===== config.mk =====
export PLATFORM = sky130hd
export DESIGN_NAME = tri_setup_flat
export DESIGN_NICKNAME = d
export VERILOG_FILES = /design/src/rtl/tri_setup_pkg.sv /design/src/rtl/tri_setup_if.sv /design/src/rtl/tri_setup_mul.sv /design/src/rtl/tri_setup.sv /design/src/flat_wrapper.sv
export SDC_FILE = /design/constraint.sdc
export NUM_CORES = 2
export LEC_CHECK = 0
export BUFFER_PORTS_ARGS = -buffer_cell sky130_fd_sc_hd__clkbuf_2
export CAP_MARGIN = 20
export CELL_PAD_IN_SITES_DETAIL_PLACEMENT = 1
export CELL_PAD_IN_SITES_GLOBAL_PLACEMENT = 1
export CORE_AREA = 2 2 277 389
export DETAILED_ROUTE_END_ITERATION = 8
export DIE_AREA = 0 0 279 391
export PLACE_DENSITY_LB_ADDON = 0.1
export SKIP_LAST_GASP = 1
export SYNTH_ARGS = -nofsm -noshare
export SYNTH_HDL_FRONTEND = slang
export SYNTH_SLANG_ARGS = --single-unit

===== constraint.sdc =====
create_clock -name clk -period 12.6 [get_ports clk]
set_clock_uncertainty 0.1 [all_clocks]
set_input_delay 1.89 -clock clk [delete_from_list [all_inputs] [get_ports clk]]
set_output_delay 1.89 -clock clk [all_outputs]
set_load 0.03 [all_outputs]

===== src/rtl/tri_setup_pkg.sv =====
// Shared constants, FSM state type, edge table and saturation helper for
// the triangle setup engine.
package tri_setup_pkg;

  localparam int H_ACTIVE = 640;
  localparam int V_ACTIVE = 480;
  localparam int C_W      = 10;
  localparam int E_W      = 20;
  localparam int B_W      = 22;
  localparam int D_W      = C_W + 1;    // edge delta width
  localparam int P_W      = C_W + D_W;  // product width
  localparam int S_W      = 23;         // pre-saturation edge sum width

  typedef enum logic [2:0] {
    S_IDLE,
    S_LATCH,
    S_MUL,
    S_ACC,
    S_LOAD
  } state_t;

  typedef struct packed {
    logic [1:0] a;
    logic [1:0] b;
  } edge_pair_t;

  // Edges 0..2 belong to triangle 1, edges 3..5 to triangle 2.
  function automatic edge_pair_t edge_pair(input logic [2:0] idx);
    case (idx)
      3'd0:    return '{a: 2'd0, b: 2'd1};
      3'd1:    return '{a: 2'd1, b: 2'd2};
      3'd2:    return '{a: 2'd2, b: 2'd0};
      3'd3:    return '{a: 2'd0, b: 2'd2};
      3'd4:    return '{a: 2'd2, b: 2'd3};
      default: return '{a: 2'd3, b: 2'd0};
    endcase
  endfunction

  localparam logic signed [S_W-1:0] E_MAX_S = S_W'(2**(E_W-1) - 1);
  localparam logic signed [S_W-1:0] E_MIN_S = S_W'(-(2**(E_W-1)));

  // Clamp a wide edge value into the E_W output range.
  function automatic logic signed [E_W-1:0] sat_e(input logic signed [S_W-1:0] v);
    if (v > E_MAX_S)      return {1'b0, {(E_W-1){1'b1}}};
    else if (v < E_MIN_S) return {1'b1, {(E_W-1){1'b0}}};
    else                  return v[E_W-1:0];
  endfunction

endpackage


===== src/rtl/tri_setup_if.sv =====
// Bundle of scan position, vertex/barycentric inputs and rasterizer setup outputs.
interface tri_setup_if;
  import tri_setup_pkg::*;

  logic [9:0]            x, y;
  logic signed [C_W-1:0] vx0, vx1, vx2, vx3;
  logic signed [C_W-1:0] vy0, vy1, vy2, vy3;
  logic [B_W-1:0]        bar_iy0, bar_iz0, bar2_iy0, bar2_iz0;
  logic [B_W-1:0]        bar_iy_dy, bar_iz_dy, bar2_iy_dy, bar2_iz_dy;
  logic [B_W-1:0]        bar_iy_dx_in, bar_iz_dx_in, bar2_iy_dx_in, bar2_iz_dx_in;
  logic signed [E_W-1:0] y_screen_v0, y_screen_v1, y_screen_v2, y_screen_v3;
  logic signed [E_W-1:0] e0_init_t1, e1_init_t1, e2_init_t1;
  logic signed [E_W-1:0] e0_init_t2, e1_init_t2, e2_init_t2;
  logic [B_W-1:0]        bar_iy, bar_iz, bar2_iy, bar2_iz;
  logic [B_W-1:0]        bar_iy_dx, bar_iz_dx, bar2_iy_dx, bar2_iz_dx;
  logic                  frame_ready;

  modport master (
    output x, y, vx0, vx1, vx2, vx3, vy0, vy1, vy2, vy3,
           bar_iy0, bar_iz0, bar2_iy0, bar2_iz0,
           bar_iy_dy, bar_iz_dy, bar2_iy_dy, bar2_iz_dy,
           bar_iy_dx_in, bar_iz_dx_in, bar2_iy_dx_in, bar2_iz_dx_in,
    input  y_screen_v0, y_screen_v1, y_screen_v2, y_screen_v3,
           e0_init_t1, e1_init_t1, e2_init_t1, e0_init_t2, e1_init_t2, e2_init_t2,
           bar_iy, bar_iz, bar2_iy, bar2_iz,
           bar_iy_dx, bar_iz_dx, bar2_iy_dx, bar2_iz_dx, frame_ready
  );

  modport slave (
    input  x, y, vx0, vx1, vx2, vx3, vy0, vy1, vy2, vy3,
           bar_iy0, bar_iz0, bar2_iy0, bar2_iz0,
           bar_iy_dy, bar_iz_dy, bar2_iy_dy, bar2_iz_dy,
           bar_iy_dx_in, bar_iz_dx_in, bar2_iy_dx_in, bar2_iz_dx_in,
    output y_screen_v0, y_screen_v1, y_screen_v2, y_screen_v3,
           e0_init_t1, e1_init_t1, e2_init_t1, e0_init_t2, e1_init_t2, e2_init_t2,
           bar_iy, bar_iz, bar2_iy, bar2_iz,
           bar_iy_dx, bar_iz_dx, bar2_iy_dx, bar2_iz_dx, frame_ready
  );
endinterface


===== src/rtl/tri_setup_mul.sv =====
// Signed radix-2 shift-add multiplier: one multiplier bit per cycle, the
// start cycle consumes bit 0, the sign bit is subtracted on the last cycle.
module seq_mul_s
  import tri_setup_pkg::*;
(
  input  logic                  clk,
  input  logic                  rst_n,
  input  logic                  start,
  input  logic signed [C_W-1:0] a,
  input  logic signed [D_W-1:0] b,
  output logic                  busy,
  output logic                  done,
  output logic signed [P_W-1:0] p
);

  logic signed [P_W-1:0] mcand;
  logic [D_W-1:0]        mplier;
  logic [3:0]            cnt;
  logic                  last;

  assign last = (cnt == 4'(D_W-1));

  // Iterate over the multiplier bits, accumulating shifted multiplicands.
  // NOTE: sequential state uses non-blocking assignments so every register
  // samples the pre-edge values of the others.
  always_ff @(posedge clk) begin
    if (!rst_n) begin
      mcand  <= '0;
      mplier <= '0;
      cnt    <= '0;
      p      <= '0;
      busy   <= 1'b0;
      done   <= 1'b0;
    end else begin
      done <= 1'b0;
      if (start) begin
        p      <= b[0] ? P_W'(a) : '0;
        mcand  <= P_W'(a) <<< 1;
        mplier <= b >> 1;
        cnt    <= 4'd1;
        busy   <= 1'b1;
      end else if (busy) begin
        if (mplier[0]) p <= last ? p - mcand : p + mcand;
        mcand  <= mcand <<< 1;
        mplier <= mplier >> 1;
        cnt    <= cnt + 4'd1;
        if (last) begin
          busy <= 1'b0;
          done <= 1'b1;
        end
      end
    end
  end

endmodule


===== src/rtl/tri_setup.sv =====
// Per-frame edge/barycentric setup with incremental per-line stepping.
module tri_setup
  import tri_setup_pkg::*;
(
  input logic        clk,
  input logic        rst_n,
  tri_setup_if.slave bus
);

  state_t                state;
  logic [2:0]            edge_idx;
  logic                  prod_sel;   // 0: xa*dy, 1: ya*dx
  logic                  mul_start, mul_busy, mul_done;
  logic signed [P_W-1:0] mul_p, p0;
  logic signed [C_W-1:0] mul_a;
  logic signed [D_W-1:0] mul_b;
  logic                  frame_ready;

  logic signed [C_W-1:0] vx_in [4], vy_in [4], vx_l [4], vy_l [4];
  logic [B_W-1:0]        b0_in [4], bdy_in [4], bdx_in [4];
  logic [B_W-1:0]        b0_l [4], bdy_l [4], bdx_l [4];
  logic signed [E_W-1:0] e_q [6], ysv_q [4];
  logic [B_W-1:0]        bar_q [4], bdx_q [4];
  edge_pair_t            pr [6];
  logic signed [D_W-1:0] e_dx [6], e_dy [6];

  assign vx_in  = '{bus.vx0, bus.vx1, bus.vx2, bus.vx3};
  assign vy_in  = '{bus.vy0, bus.vy1, bus.vy2, bus.vy3};
  assign b0_in  = '{bus.bar_iy0, bus.bar_iz0, bus.bar2_iy0, bus.bar2_iz0};
  assign bdy_in = '{bus.bar_iy_dy, bus.bar_iz_dy, bus.bar2_iy_dy, bus.bar2_iz_dy};
  assign bdx_in = '{bus.bar_iy_dx_in, bus.bar_iz_dx_in, bus.bar2_iy_dx_in, bus.bar2_iz_dx_in};

  // Edge deltas from the latched vertices; stable whenever stepping is enabled.
  // NOTE: every always_comb output is assigned on every path, so no latch.
  always_comb begin
    for (int k = 0; k < 6; k++) begin
      pr[k]   = edge_pair(3'(k));
      e_dx[k] = D_W'(vx_l[pr[k].b]) - D_W'(vx_l[pr[k].a]);
      e_dy[k] = D_W'(vy_l[pr[k].b]) - D_W'(vy_l[pr[k].a]);
    end
  end

  assign mul_a = prod_sel ? vy_l[pr[edge_idx].a] : vx_l[pr[edge_idx].a];
  assign mul_b = prod_sel ? e_dx[edge_idx]       : e_dy[edge_idx];

  seq_mul_s u_mul (
    .clk   (clk),
    .rst_n (rst_n),
    .start (mul_start),
    .a     (mul_a),
    .b     (mul_b),
    .busy  (mul_busy),
    .done  (mul_done),
    .p     (mul_p)
  );

  // Frame setup FSM plus per-line stepping; all outputs are registered here.
  always_ff @(posedge clk) begin
    if (!rst_n) begin
      state       <= S_IDLE;
      edge_idx    <= '0;
      prod_sel    <= 1'b0;
      mul_start   <= 1'b0;
      p0          <= '0;
      frame_ready <= 1'b0;
      // NOTE: these arrays are plain flop banks rather than RAM, so they
      // are cleared like any other register.
      vx_l  <= '{default: '0};
      vy_l  <= '{default: '0};
      b0_l  <= '{default: '0};
      bdy_l <= '{default: '0};
      bdx_l <= '{default: '0};
      e_q   <= '{default: '0};
      ysv_q <= '{default: '0};
      bar_q <= '{default: '0};
      bdx_q <= '{default: '0};
    end else begin
      mul_start <= 1'b0;
      case (state)
        S_IDLE: begin
          if (bus.y == 10'(V_ACTIVE) && bus.x == '0) begin
            state <= S_LATCH;
          end else if (frame_ready && bus.y < 10'(V_ACTIVE) && bus.x == 10'(H_ACTIVE)) begin
            for (int k = 0; k < 6; k++)
              e_q[k] <= sat_e(S_W'(e_q[k]) - S_W'(e_dx[k]));
            for (int k = 0; k < 4; k++)
              bar_q[k] <= bar_q[k] + bdy_l[k];
          end
        end
        S_LATCH: begin
          vx_l        <= vx_in;
          vy_l        <= vy_in;
          b0_l        <= b0_in;
          bdy_l       <= bdy_in;
          bdx_l       <= bdx_in;
          frame_ready <= 1'b0;
          edge_idx    <= '0;
          prod_sel    <= 1'b0;
          mul_start   <= 1'b1;
          state       <= S_MUL;
        end
        S_MUL: begin
          if (mul_done && !mul_busy) begin
            if (!prod_sel) begin
              p0        <= mul_p;
              prod_sel  <= 1'b1;
              mul_start <= 1'b1;
            end else begin
              state <= S_ACC;
            end
          end
        end
        S_ACC: begin
          // E(0,0) = ya*dx - xa*dy; the multiplier still holds ya*dx.
          e_q[edge_idx] <= sat_e(S_W'(mul_p) - S_W'(p0));
          if (edge_idx == 3'd5) begin
            state <= S_LOAD;
          end else begin
            edge_idx  <= edge_idx + 3'd1;
            prod_sel  <= 1'b0;
            mul_start <= 1'b1;
            state     <= S_MUL;
          end
        end
        S_LOAD: begin
          bar_q <= b0_l;
          bdx_q <= bdx_l;
          for (int k = 0; k < 4; k++)
            ysv_q[k] <= E_W'(vy_l[k]);
          frame_ready <= 1'b1;
          state       <= S_IDLE;
        end
        default: state <= S_IDLE;
      endcase
    end
  end

  assign bus.e0_init_t1  = e_q[0];
  assign bus.e1_init_t1  = e_q[1];
  assign bus.e2_init_t1  = e_q[2];
  assign bus.e0_init_t2  = e_q[3];
  assign bus.e1_init_t2  = e_q[4];
  assign bus.e2_init_t2  = e_q[5];
  assign bus.bar_iy      = bar_q[0];
  assign bus.bar_iz      = bar_q[1];
  assign bus.bar2_iy     = bar_q[2];
  assign bus.bar2_iz     = bar_q[3];
  assign bus.bar_iy_dx   = bdx_q[0];
  assign bus.bar_iz_dx   = bdx_q[1];
  assign bus.bar2_iy_dx  = bdx_q[2];
  assign bus.bar2_iz_dx  = bdx_q[3];
  assign bus.y_screen_v0 = ysv_q[0];
  assign bus.y_screen_v1 = ysv_q[1];
  assign bus.y_screen_v2 = ysv_q[2];
  assign bus.y_screen_v3 = ysv_q[3];
  assign bus.frame_ready = frame_ready;

endmodule


===== src/flat_wrapper.sv =====
// flat-port wrapper written by rule: the top's interface ports become plain ports
module tri_setup_flat import tri_setup_pkg::*;
  (clk, rst_n, bus_x, bus_y, bus_vx0, bus_vx1, bus_vx2, bus_vx3, bus_vy0, bus_vy1, bus_vy2, bus_vy3, bus_bar_iy0, bus_bar_iz0, bus_bar2_iy0, bus_bar2_iz0, bus_bar_iy_dy, bus_bar_iz_dy, bus_bar2_iy_dy, bus_bar2_iz_dy, bus_bar_iy_dx_in, bus_bar_iz_dx_in, bus_bar2_iy_dx_in, bus_bar2_iz_dx_in, bus_y_screen_v0, bus_y_screen_v1, bus_y_screen_v2, bus_y_screen_v3, bus_e0_init_t1, bus_e1_init_t1, bus_e2_init_t1, bus_e0_init_t2, bus_e1_init_t2, bus_e2_init_t2, bus_bar_iy, bus_bar_iz, bus_bar2_iy, bus_bar2_iz, bus_bar_iy_dx, bus_bar_iz_dx, bus_bar2_iy_dx, bus_bar2_iz_dx, bus_frame_ready);
  tri_setup_if bus_i ();
  input logic clk;
  input logic rst_n;
  input wire logic [$bits(bus_i.x)-1:0] bus_x;
  input wire logic [$bits(bus_i.y)-1:0] bus_y;
  input wire logic [$bits(bus_i.vx0)-1:0] bus_vx0;
  input wire logic [$bits(bus_i.vx1)-1:0] bus_vx1;
  input wire logic [$bits(bus_i.vx2)-1:0] bus_vx2;
  input wire logic [$bits(bus_i.vx3)-1:0] bus_vx3;
  input wire logic [$bits(bus_i.vy0)-1:0] bus_vy0;
  input wire logic [$bits(bus_i.vy1)-1:0] bus_vy1;
  input wire logic [$bits(bus_i.vy2)-1:0] bus_vy2;
  input wire logic [$bits(bus_i.vy3)-1:0] bus_vy3;
  input wire logic [$bits(bus_i.bar_iy0)-1:0] bus_bar_iy0;
  input wire logic [$bits(bus_i.bar_iz0)-1:0] bus_bar_iz0;
  input wire logic [$bits(bus_i.bar2_iy0)-1:0] bus_bar2_iy0;
  input wire logic [$bits(bus_i.bar2_iz0)-1:0] bus_bar2_iz0;
  input wire logic [$bits(bus_i.bar_iy_dy)-1:0] bus_bar_iy_dy;
  input wire logic [$bits(bus_i.bar_iz_dy)-1:0] bus_bar_iz_dy;
  input wire logic [$bits(bus_i.bar2_iy_dy)-1:0] bus_bar2_iy_dy;
  input wire logic [$bits(bus_i.bar2_iz_dy)-1:0] bus_bar2_iz_dy;
  input wire logic [$bits(bus_i.bar_iy_dx_in)-1:0] bus_bar_iy_dx_in;
  input wire logic [$bits(bus_i.bar_iz_dx_in)-1:0] bus_bar_iz_dx_in;
  input wire logic [$bits(bus_i.bar2_iy_dx_in)-1:0] bus_bar2_iy_dx_in;
  input wire logic [$bits(bus_i.bar2_iz_dx_in)-1:0] bus_bar2_iz_dx_in;
  output wire logic [$bits(bus_i.y_screen_v0)-1:0] bus_y_screen_v0;
  output wire logic [$bits(bus_i.y_screen_v1)-1:0] bus_y_screen_v1;
  output wire logic [$bits(bus_i.y_screen_v2)-1:0] bus_y_screen_v2;
  output wire logic [$bits(bus_i.y_screen_v3)-1:0] bus_y_screen_v3;
  output wire logic [$bits(bus_i.e0_init_t1)-1:0] bus_e0_init_t1;
  output wire logic [$bits(bus_i.e1_init_t1)-1:0] bus_e1_init_t1;
  output wire logic [$bits(bus_i.e2_init_t1)-1:0] bus_e2_init_t1;
  output wire logic [$bits(bus_i.e0_init_t2)-1:0] bus_e0_init_t2;
  output wire logic [$bits(bus_i.e1_init_t2)-1:0] bus_e1_init_t2;
  output wire logic [$bits(bus_i.e2_init_t2)-1:0] bus_e2_init_t2;
  output wire logic [$bits(bus_i.bar_iy)-1:0] bus_bar_iy;
  output wire logic [$bits(bus_i.bar_iz)-1:0] bus_bar_iz;
  output wire logic [$bits(bus_i.bar2_iy)-1:0] bus_bar2_iy;
  output wire logic [$bits(bus_i.bar2_iz)-1:0] bus_bar2_iz;
  output wire logic [$bits(bus_i.bar_iy_dx)-1:0] bus_bar_iy_dx;
  output wire logic [$bits(bus_i.bar_iz_dx)-1:0] bus_bar_iz_dx;
  output wire logic [$bits(bus_i.bar2_iy_dx)-1:0] bus_bar2_iy_dx;
  output wire logic [$bits(bus_i.bar2_iz_dx)-1:0] bus_bar2_iz_dx;
  output wire logic [$bits(bus_i.frame_ready)-1:0] bus_frame_ready;
  assign bus_i.x = bus_x;
  assign bus_i.y = bus_y;
  assign bus_i.vx0 = bus_vx0;
  assign bus_i.vx1 = bus_vx1;
  assign bus_i.vx2 = bus_vx2;
  assign bus_i.vx3 = bus_vx3;
  assign bus_i.vy0 = bus_vy0;
  assign bus_i.vy1 = bus_vy1;
  assign bus_i.vy2 = bus_vy2;
  assign bus_i.vy3 = bus_vy3;
  assign bus_i.bar_iy0 = bus_bar_iy0;
  assign bus_i.bar_iz0 = bus_bar_iz0;
  assign bus_i.bar2_iy0 = bus_bar2_iy0;
  assign bus_i.bar2_iz0 = bus_bar2_iz0;
  assign bus_i.bar_iy_dy = bus_bar_iy_dy;
  assign bus_i.bar_iz_dy = bus_bar_iz_dy;
  assign bus_i.bar2_iy_dy = bus_bar2_iy_dy;
  assign bus_i.bar2_iz_dy = bus_bar2_iz_dy;
  assign bus_i.bar_iy_dx_in = bus_bar_iy_dx_in;
  assign bus_i.bar_iz_dx_in = bus_bar_iz_dx_in;
  assign bus_i.bar2_iy_dx_in = bus_bar2_iy_dx_in;
  assign bus_i.bar2_iz_dx_in = bus_bar2_iz_dx_in;
  assign bus_y_screen_v0 = bus_i.y_screen_v0;
  assign bus_y_screen_v1 = bus_i.y_screen_v1;
  assign bus_y_screen_v2 = bus_i.y_screen_v2;
  assign bus_y_screen_v3 = bus_i.y_screen_v3;
  assign bus_e0_init_t1 = bus_i.e0_init_t1;
  assign bus_e1_init_t1 = bus_i.e1_init_t1;
  assign bus_e2_init_t1 = bus_i.e2_init_t1;
  assign bus_e0_init_t2 = bus_i.e0_init_t2;
  assign bus_e1_init_t2 = bus_i.e1_init_t2;
  assign bus_e2_init_t2 = bus_i.e2_init_t2;
  assign bus_bar_iy = bus_i.bar_iy;
  assign bus_bar_iz = bus_i.bar_iz;
  assign bus_bar2_iy = bus_i.bar2_iy;
  assign bus_bar2_iz = bus_i.bar2_iz;
  assign bus_bar_iy_dx = bus_i.bar_iy_dx;
  assign bus_bar_iz_dx = bus_i.bar_iz_dx;
  assign bus_bar2_iy_dx = bus_i.bar2_iy_dx;
  assign bus_bar2_iz_dx = bus_i.bar2_iz_dx;
  assign bus_frame_ready = bus_i.frame_ready;
  tri_setup u_core (.clk(clk), .rst_n(rst_n), .bus(bus_i));
endmodule

==> metrics.txt <==
critical path class=reg2reg; VDD IR max=around 0.00012 V; largest net degree at the start of global routing=188; worst min path class=reg2reg; layout cell share with drive strength beyond 1=16.04%; Avg Cell Area, Syn=7.611 um^2; worst r2r src=u_core.vx_l[11]; DR WL/cell=roughly 25 um; CTS tree=yes; RSZ-0062 raised after global routing=false; CP startpoint=u_core.vx_l[11]; first-pass GRT wire length=299900 um; Worst path slowest cell=a21oi_1; crit path launch type=flip-flop; actual slew at the worst max-slew pin=about 1.2 ns; vias in the first global route=49470; initial antenna violation count=47; core utilization of the finished layout=about half; row count=142; Seq/Total Area, Yosys=between 30 and 40%; Buffers on Ports=742; GP Congestion=around 0.99; worst-path maximum fanout=10; H-tree depth=3; fin area=around 55000 um^2; crit path capture=u_core.bus.e1_init_t2[15]; Synth cell types=97; Synth Register Bits=767; run status=finished, final reports clean; CTS max path bufs=3; Die X=around 280 um; Die H=roughly 400 um; FF-to-FF path depth=19; Remaining Overflow, GRT=0; Initial DRC Count=about 2600; Max-Slew Margin vs Limit=approximately a fifth; Final Cycle Share=47.52%; Max Transition Viols Final=0; Net Count, Synth=slightly below 7000; cell with the most instances on the worst path=a21oi_1; Worst-path clk slew=0.06 ns; core box area=roughly 110000 um^2; Setup WS pre-CTS=6.464 ns; CTS buffer count=83; drt total wl=roughly 200000 um; Max Freq=approximately 170 MHz; vias after detailed routing=48000; DP HPWL=approximately 150000 um; Syn Inst Count=just over 6000; drt drc=0; DP Area=around 50000 um^2; endpoints failing setup=0; CP required=13.09 ns; clock sinks=~770; number of synthesized flops with an enable pin=0; Die Area=roughly 110000 um^2; Max Cap Violations=0; Synth Cell Area=between 40000 and 50000 um^2; Fin. Hold Viols=0; worst path arrival time=6.48 ns; clock root buffer=clkbuf_16; R2R setup slack=6.61 ns; area grow syn2layout=15.50%; DR pass1 iterations=6; final net count=7394; routed vias/inst=~6; clk_lat worst skew=0.70 ns; overall routing resource usage=roughly 36%; Worst R2R End=u_core.bus.e1_init_t2[15]; Hold Slack=0.3392 ns; initial core utilization=between 40% and 50%; CP endpoint kind=flip-flop; crit path cell chain=inv_1, fa_1, a21oi_1, nor2_1, o21ai_0, a21oi_1, a21oi_1, xor2_1, ha_1, a21o_1, a21o_1, a21oi_1, nand2_1, a221oi_1, o21bai_1, a41o_1, a21oi_1, o211ai_1, o211a_1; post-layout min period=between 5 and 6 ns; cts hold-fix bufs=0; ys async rst share=0%; Main synth FF type=dfxtp_1; cell leakage power=roughly 22 nW; Top Ports=around 740; CTS resizes=0; PwrDens=just under 100 nW/um^2; synthesis warning total=0; final setup margin=6.612 ns; antenna-violating nets left=0; postcts setup bufs=0; final setup TNS=0 ns; CP max stage delay=approximately 0.70 ns
==> cells in the mapped netlist (13+ instances only) <==
cell type | count | share of area [%]
clkbuf_1 | 328 | 2.6
ha_1 | 318 | 8.4
xnor2_1 | 200 | 3.7
o311ai_0 | 15 | 0.28
a21boi_0 | 19 | 0.30
nand2_1 | 1376 | 11
nor3_1 | 78 | 0.83
buf_4 | 43 | 0.68
o22ai_1 | 16 | 0.21
a21o_1 | 94 | 1.5
nor4_1 | 35 | 0.46
and2_1 | 25 | 0.33
nand4_1 | 25 | 0.33
or3_1 | 40 | 0.53
dfxtp_1 | 767 | 33
a221oi_1 | 15 | 0.28
buf_2 | 13 | 0.14
nor2b_1 | 66 | 0.87
and3_1 | 32 | 0.42
o221a_2 | 20 | 0.48
a31oi_1 | 65 | 0.86
nand2b_1 | 62 | 0.82
a21oi_1 | 833 | 8.8
mux4_2 | 26 | 1.2
o211ai_1 | 30 | 0.48
or2_2 | 19 | 0.25
a211oi_1 | 79 | 1.3
o221ai_1 | 16 | 0.30
o31ai_1 | 28 | 0.45
mux2i_1 | 39 | 0.83
o21bai_1 | 19 | 0.30
buf_1 | 23 | 0.18
nor2_1 | 301 | 2.4
mux2_2 | 17 | 0.41
a311oi_1 | 49 | 0.91
o21ai_0 | 325 | 3.4
inv_1 | 242 | 1.9
nand3_1 | 71 | 0.75
fa_1 | 24 | 1.0
a22oi_1 | 62 | 0.99
o21a_1 | 47 | 0.75
xor2_1 | 92 | 1.7
==> critical path: cells and delay by family, from the launching register on <==
kind	cells	cell delay, ns
AO/OA/AOI/OAI	13	3.30
XOR/XNOR	1	0.64
adder cells (fa/ha/maj)	2	0.90
buffers and inverters	1	0.21
flip-flops	1	0.52
AND/OR/NAND/NOR	2	0.21
==> logic make-up after synthesis <==
logic type,share of synthesized area [%]
AO/OA/AOI/OAI,24.54
XOR/XNOR,5.415
adder cells (fa/ha/maj),9.547
buffers and inverters,5.653
flip-flops,32.51
multiplexers,2.472
AND/OR/NAND/NOR,19.87
==> cell type report <==
type | count | area [um^2]
Timing Repair Buffer | 805 | 4242
Multi-Input combinational cell | 4781 | 29290
Tap cell | 1368 | 1712
Inverter | 248 | 938.4
Clock inverter | 43 | 686.9
Clock buffer | 107 | 2307
Antenna cell | 11 | 27.53
Sequential cell | 767 | 15360
Fill cell | 13400 | 51510
==> flip-flops by register name, summed over array words and instances (netlist names), 21 cells and up <==
name	cells
u_core.vy_l	40
u_core.bus.bar_iz_dx	22
u_core.bus.bar2_iz	22
u_core.bus.bar2_iz_dx	22
u_core.u_mul.p	21
u_core.bdy_l	88
u_core.bus.bar_iy	22
u_core.b0_l	88
u_core.bus.bar2_iy	22
u_core.bdx_l	88
u_core.bus.bar2_iy_dx	22
u_core.bus.bar_iy_dx	22
u_core.p0	21
u_core.bus.bar_iz	22
u_core.vx_l	40
==> cells in the final DEF (no fill, tap or decap), drive strengths merged, types with 24 or more instances in the layout <==
master / synthesis / routed
a211oi: 81 / 81
a21o: 94 / 94
a21oi: 834 / 834
a22oi: 62 / 62
a311oi: 50 / 50
a31oi: 67 / 67
and2: 26 / 26
and3: 32 / 32
buf: 82 / 64
clkbuf: 328 / 848
clkinv: 3 / 29
dfxtp: 767 / 767
fa: 24 / 24
ha: 318 / 318
inv: 245 / 248
mux2i: 39 / 39
mux4: 26 / 26
nand2: 1376 / 1376
nand2b: 62 / 62
nand3: 71 / 71
nand4: 25 / 25
nor2: 303 / 303
nor2b: 66 / 66
nor3: 80 / 80
nor4: 35 / 35
o211ai: 31 / 31
o21a: 47 / 47
o21ai: 329 / 329
o31ai: 29 / 29
or3: 40 / 40
xnor2: 200 / 200
xor2: 92 / 92
==> metrics by stage <==
| stage | power [mW] | std cells |
|---|---|---|
| finish | 5.258 | 8130 |
| global route | 5.401 | 8127 |
| floorplan | 2.522 | 6206 |
| detailed placement | 2.604 | 7966 |
| CTS | 5.297 | 8116 |
| global placement | 2.604 | 7963 |
==> metal layers <==
layer	vias to the layer above	GRT usage (%)	wire length [um]
li1	22640	-	-
met1	23390	37.30	72840
met2	1331	62.23	97370
met3	576	8.296	12250
met4	66	26.86	16990
met5	-	0	439
==> where the power goes <==
part | leakage [nW] | switching [mW] | internal, mW | total [mW]
Combinational | 14.3 | 0.0762 | 0.0485 | 0.125
Clock | 1.47 | 1.15 | 1.56 | 2.71
Sequential | 6.17 | 0.00143 | 2.43 | 2.43
Total | 21.9 | 1.22 | 4.03 | 5.26
==> worst min path at each step <==
| stage | from | to | cells past startpoint | slack [ns] |
|---|---|---|---|---|
| 5_1_grt | u_core.bdx_l[14] | u_core.bus.bar2_iz_dx[14] | 2 | 0.36 |
| 6_report | u_core.bdx_l[14] | u_core.bus.bar2_iz_dx[14] | 2 | 0.34 |
| 2_1_floorplan | u_core.b0_l[23] | u_core.bus.bar2_iy[1] | 2 | 0.33 |
| 4_1_cts | u_core.bdx_l[14] | u_core.bus.bar2_iz_dx[14] | 2 | 0.34 |
| 3_5_place_dp | u_core.bdx_l[10] | u_core.bus.bar2_iz_dx[10] | 2 | 0.34 |
| 3_3_place_gp | u_core.bdx_l[62] | u_core.bus.bar_iz_dx[18] | 2 | 0.34 |
Note: power is estimated with default switching activity, not from simulation.
